==> src/rtl/fetch_pipe_ctrl_pkg.sv <==
// Shared front-end encodings and constants for the fetch pipeline controller.
package fetch_pipe_ctrl_pkg;

  typedef enum logic [1:0] {
    FE_RUN   = 2'd0,
    FE_STALL = 2'd1,
    FE_FLUSH = 2'd2,
    FE_HALT  = 2'd3
  } fe_state_e;

  localparam logic [31:0] FE_NOP_INSTR = 32'h0000_0000;
  localparam logic [31:0] FE_ALIGN_MASK = 32'hFFFF_FFFC;

endpackage

==> src/rtl/fetch_pipe_ctrl_sat_counter.sv <==
// Increment-enable counter that sticks at all-ones instead of wrapping.
module sat_counter #(
  parameter int W = 32
) (
  input  logic         clk,
  input  logic         rst_n,
  input  logic         inc,
  output logic [W-1:0] cnt
);

  always_ff @(posedge clk or negedge rst_n) begin
    if (!rst_n)            cnt <= '0;
    else if (inc && !(&cnt)) cnt <= cnt + 1'b1;
  end

endmodule

==> src/rtl/fetch_pipe_ctrl.sv <==
// Front-end controller: owns PC and IF/ID, applies halt/stall/flush, counts stalls and flushes.
module fetch_pipe_ctrl
  import fetch_pipe_ctrl_pkg::*;
#(
  parameter logic [31:0] RESET_PC  = 32'h0000_0000,
  parameter logic [31:0] NOP_INSTR = FE_NOP_INSTR,
  parameter int          CNT_W     = 32
) (
  input  logic             clk,
  input  logic             rst_n,
  input  logic             data_hazard,
  input  logic             if_flush,
  input  logic [31:0]      redirect_pc,
  input  logic             halt,
  input  logic [31:0]      instr_in,
  output logic [31:0]      pc_out,
  output logic [31:0]      if_id_instr,
  output logic [31:0]      if_id_pc4,
  output logic             if_id_valid,
  output logic             id_ex_bubble,
  output logic [1:0]       fe_state,
  output logic [CNT_W-1:0] stall_cnt,
  output logic [CNT_W-1:0] flush_cnt
);

  fe_state_e   act, state_q;
  logic [31:0] pc_plus4;

  // Stall masks flush: branch operands are not valid while a load-use hazard is pending.
  always_comb begin
    act = FE_RUN;
    if (halt)              act = FE_HALT;
    else if (!data_hazard) act = FE_STALL;
    else if (if_flush)     act = FE_FLUSH;
  end

  assign pc_plus4     = pc_out + 32'd4;
  assign id_ex_bubble = ~halt & ~data_hazard;
  assign fe_state     = state_q;

  always_ff @(posedge clk or negedge rst_n) begin
    if (!rst_n) begin
      pc_out      <= RESET_PC;
      if_id_instr <= NOP_INSTR;
      if_id_pc4   <= '0;
      if_id_valid <= 1'b0;
      state_q     <= FE_RUN;
    end else begin
      state_q <= act;
      case (act)
        FE_RUN: begin
          pc_out      <= pc_plus4;
          if_id_instr <= instr_in;
          if_id_pc4   <= pc_plus4;
          if_id_valid <= 1'b1;
        end
        FE_FLUSH: begin
          pc_out      <= redirect_pc & FE_ALIGN_MASK;
          if_id_instr <= NOP_INSTR;
          if_id_pc4   <= '0;
          if_id_valid <= 1'b0;
        end
        default: ;
      endcase
    end
  end

  sat_counter #(.W(CNT_W)) u_stall_cnt (
    .clk   (clk),
    .rst_n (rst_n),
    .inc   (act == FE_STALL),
    .cnt   (stall_cnt)
  );

  sat_counter #(.W(CNT_W)) u_flush_cnt (
    .clk   (clk),
    .rst_n (rst_n),
    .inc   (act == FE_FLUSH),
    .cnt   (flush_cnt)
  );

endmodule

==> config.mk <==
export PLATFORM = sky130hd
export DESIGN_NAME = fetch_pipe_ctrl
export DESIGN_NICKNAME = d
export VERILOG_FILES = /design/src/rtl/fetch_pipe_ctrl_pkg.sv /design/src/rtl/fetch_pipe_ctrl_sat_counter.sv /design/src/rtl/fetch_pipe_ctrl.sv
export SDC_FILE = /design/constraint.sdc
export NUM_CORES = 1
export LEC_CHECK = 0
export BUFFER_PORTS_ARGS = -buffer_cell sky130_fd_sc_hd__buf_2
export CORE_MARGIN = 4
export CORE_UTILIZATION = 45
export CTS_BUF_LIST = sky130_fd_sc_hd__clkbuf_4
export CTS_CLUSTER_SIZE = 40
export DETAILED_ROUTE_END_ITERATION = 8
export GPL_TIMING_DRIVEN = 0
export PLACE_DENSITY_LB_ADDON = 0.08
export SLEW_MARGIN = 20
export SYNTH_ARGS = -nofsm -noshare
export SYNTH_HDL_FRONTEND = slang
export SYNTH_HIERARCHICAL = 1
export SYNTH_SLANG_ARGS = --single-unit
==> constraint.sdc <==
create_clock -name clk -period 2 [get_ports clk]
set_clock_uncertainty 0.1 [all_clocks]
set_input_delay 0.2 -clock clk [delete_from_list [all_inputs] [get_ports clk]]
set_output_delay 0.2 -clock clk [all_outputs]
set_load 0.02 [all_outputs]
==> results.json <==
{
  "post-route-min-period_ns": 2.10,
  "fp-row-count": 48,
  "fillCellCount": 1479,
  "synth_area_per_cell_um2": 9.47,
  "ctsLongestPathBuffers": 2,
  "dieWidth_um": 141,
  "fp.dieH_um": 141,
  "initial_utilization": 0.459,
  "first_iter_violations": 539,
  "clock_sinks": 160,
  "die_area_um2": 19800,
  "cp_max_fo": 8,
  "synth_edf_count": 0,
  "critPathLaunchType": "flip-flop",
  "worstPathRequired_ns": 2.40,
  "grt_pass1_vias": 7657,
  "relSlewSlack": 0.455,
  "yosys_warnings": 6,
  "holdCritPathClass": "in2async",
  "status": "finished, violations left",
  "area_delta_synth_final_pct": 43.1,
  "max_freq_mhz": 476,
  "setup_viol": 13,
  "slowest_delay_ns": 0.58,
  "cp.arrival_ns": 2.50,
  "drt_first_pass_iters": 5,
  "final_hold_viol_count": 0,
  "port_buffers": 228,
  "post-dp-hpwl_um": 17200,
  "layout.nets": 1309,
  "totalWireLength_um": 25700,
  "grt_pass1_wl_um": 41000,
  "viasPerCell": 5.38,
  "ios": 233,
  "gp_congestion": 0.829,
  "critPathKind": "reg2reg",
  "coreArea_um2": 17300,
  "grt_use_total": 0.257,
  "async_reset_ff_frac": 1.00,
  "final_layout_size_suffix_gt1_frac": 0.368,
  "drv_cap": 0,
  "holdWs_ns": 0.0821,
  "violations": "setup timing",
  "wire_per_inst_um": 17.4,
  "netlist_area_um2": 7950,
  "slowest_stage": "or4_4",
  "rrSetupSlack_ns": -0.10,
  "synth_flop_cell": "dfrtp_1",
  "h-tree-depth": 4,
  "powerDensity_nw_per_um2": 750,
  "yosysSeqAreaShare": 0.504,
  "drc": 0,
  "fin_crit_sh": 1.05,
  "critPathMostFrequentCell": "or4_4",
  "worst_pin_slew_ns": 0.814,
  "cts-root-buf": "clkbuf_4",
  "synthCells": 839,
  "finalMaxSlewViolations": 0,
  "fin_util": 0.657,
  "rsz0062_at_grt": "true",
  "grt_start_max_net_pins": 84,
  "p_leak_nw": 5.41,
  "synth.distinct_cells": 56,
  "endpoint_kind": "flip-flop",
  "grt-ovfl-total": 0,
  "vdd_drop_max_v": 0.000650,
  "clock_latency_ns": 0.57,
  "cts_inserted_buffers": 17,
  "vias": 7946,
  "cts_tree": "done",
  "postRouteAntennaNets": 0,
  "clk_pin_slew_worst_paths_ns": 0.14,
  "grt_antenna_before_repair": 1,
  "path_cells": "buf_6 > nand3_4 > or4_4 > buf_16 > or4_4 > nand3_2",
  "fin_ws_ns": -0.101,
  "power_mw": 8.53,
  "ys_ff_latch": 160
}
cell usage in the layout, fill, tap and decap left out, types with 4 or more instances in the layout:
master,n
o21ai_0,57
inv_1,11
nor2_1,47
nand3_1,53
clkbuf_4,20
nand2_1,149
o311ai_0,7
and4_1,6
clkinvlp_4,5
nor3_1,4
buf_6,6
xnor2_1,47
clkbuf_1,27
and3_1,17
buf_4,87
nand4b_1,4
nor4_2,4
o211ai_1,23
dlygate4sd3_1,66
nand3_2,10
nand4_1,43
or4_4,8
buf_2,229
and2_1,5
dfrtp_1,127
o22ai_1,4
nor2b_1,4
dfrtp_2,33
xor2_1,21
a31oi_1,8
a21oi_1,24
or4_1,6
and2_2,4
where the power goes:
| group | switching [mW] | internal [mW] | total, mW |
|---|---|---|---|
| combinational | 1.42 | 1.02 | 2.45 |
| clock | 1.21 | 0.898 | 2.11 |
| sequential | 0.368 | 3.61 | 3.97 |
synth_stat cells, types with 7 or more instances:
master      n  share of area
dfrtp_1   160           0.50
clkbuf_1   33          0.016
nand4_1    43          0.034
buf_2       7         0.0044
inv_1      12         0.0057
nor2_1     49          0.023
nand2_1   151          0.071
a31oi_1     8         0.0063
a21oi_1    24          0.015
nand3_1    64          0.040
xnor2_1    47          0.052
and4_1     10          0.011
or4_1       7         0.0066
o211ai_1   23          0.022
xor2_1     21          0.023
and3_1     17          0.013
nor3_1      7         0.0044
o311ai_0    8         0.0088
o21ai_0    57          0.036
or4_4       7         0.0099
cell type report:
| type | instances | area [µm²] | share of cell area |
|---|---|---|---|
| clock buffer | 19 | 143 | 0.0125 |
| timing repair buffer | 381 | 2520 | 0.221 |
| inverter | 12 | 45.0 | 0.00396 |
| clock inverter | 13 | 163 | 0.0143 |
| multi-input combinational | 620 | 3910 | 0.344 |
| tap | 225 | 282 | 0.0248 |
| sequential | 160 | 4050 | 0.356 |
| buffer | 45 | 269 | 0.0237 |
| antenna | 1 | 2.50 | 0.000220 |
path summary, 6_finish.rpt:
path / start / end / depth (start not counted)
worst max-delay path: pc_out[5] / pc_out[21] / 6
worst min-delay path: rst_n / if_id_instr[30] / 2
worst max register to register: pc_out[5] / pc_out[21] / 6
worst min register to register: if_id_instr[10] / if_id_instr[10] / 2
max in group asynchronous: rst_n / u_stall_cnt/cnt[17] / 3
min in group clk: data_hazard / u_stall_cnt/cnt[2] / 4
registers in the layout, summed over array words and instances, names as in the netlist:
| name | cells |
|---|---|
| if_id_instr | 32 |
| fe_state | 2 |
| if_id_pc4 | 31 |
| u_stall_cnt/cnt | 32 |
| if_id_valid | 1 |
| pc_out | 30 |
| u_flush_cnt/cnt | 32 |
through the flow:
step                      setup WS (ns)  setup TNS [ns]  area [µm²]  std cells
after floorplan                 -0.0919          -0.796        8080        840
after global placement            -2.24         -339.70        9500       1293
after detailed placement         -0.642          -27.36        9540       1294
after CTS                       -0.0768          -0.633       10900       1429
after global routing             -0.176           -2.40       11400       1476
final                            -0.101          -0.708       11400       1476
worst max-delay path: cells and delay by family (launching register included):
family	cells	cell delay, ns
AND/OR/NAND/NOR	4	1.25
flip-flops	1	0.39
buffers and inverters	2	0.30
cell families (layout without fill, tap and decap cells):
group / count (synthesis) / after routing / share of synthesized area
flip-flops: 160 / 160 / 0.504
XOR/XNOR: 68 / 68 / 0.0749
buffers and inverters: 60 / 470 / 0.0323
adder cells (fa/ha/maj): 3 / 3 / 0.00472
AND/OR/NAND/NOR: 393 / 393 / 0.255
other: 1 / 3 / 0.000472
multiplexers: 3 / 3 / 0.00409
AO/OA/AOI/OAI: 151 / 151 / 0.124
timing repair:
item,CTS,global route
endpoints found under the hold margin,166,0
gates resized for setup,17,39
pin swaps,21,33
endpoints found under the setup margin,57,82
hold buffers,66,0
setup buffers,37,48
gates cloned,1,1
layer usage:
| metal | vias up | GRT usage | wire length (µm) |
|---|---|---|---|
| li1 | 3795 | - | - |
| met1 | 3826 | 0.363 | 11300 |
| met2 | 293 | 0.395 | 11800 |
| met3 | 32 | 0.0675 | 2160 |
| met4 | 0 | 0.0663 | 367 |
| met5 | - | 0 | 0 |
Power figures use the tool's default switching activity.
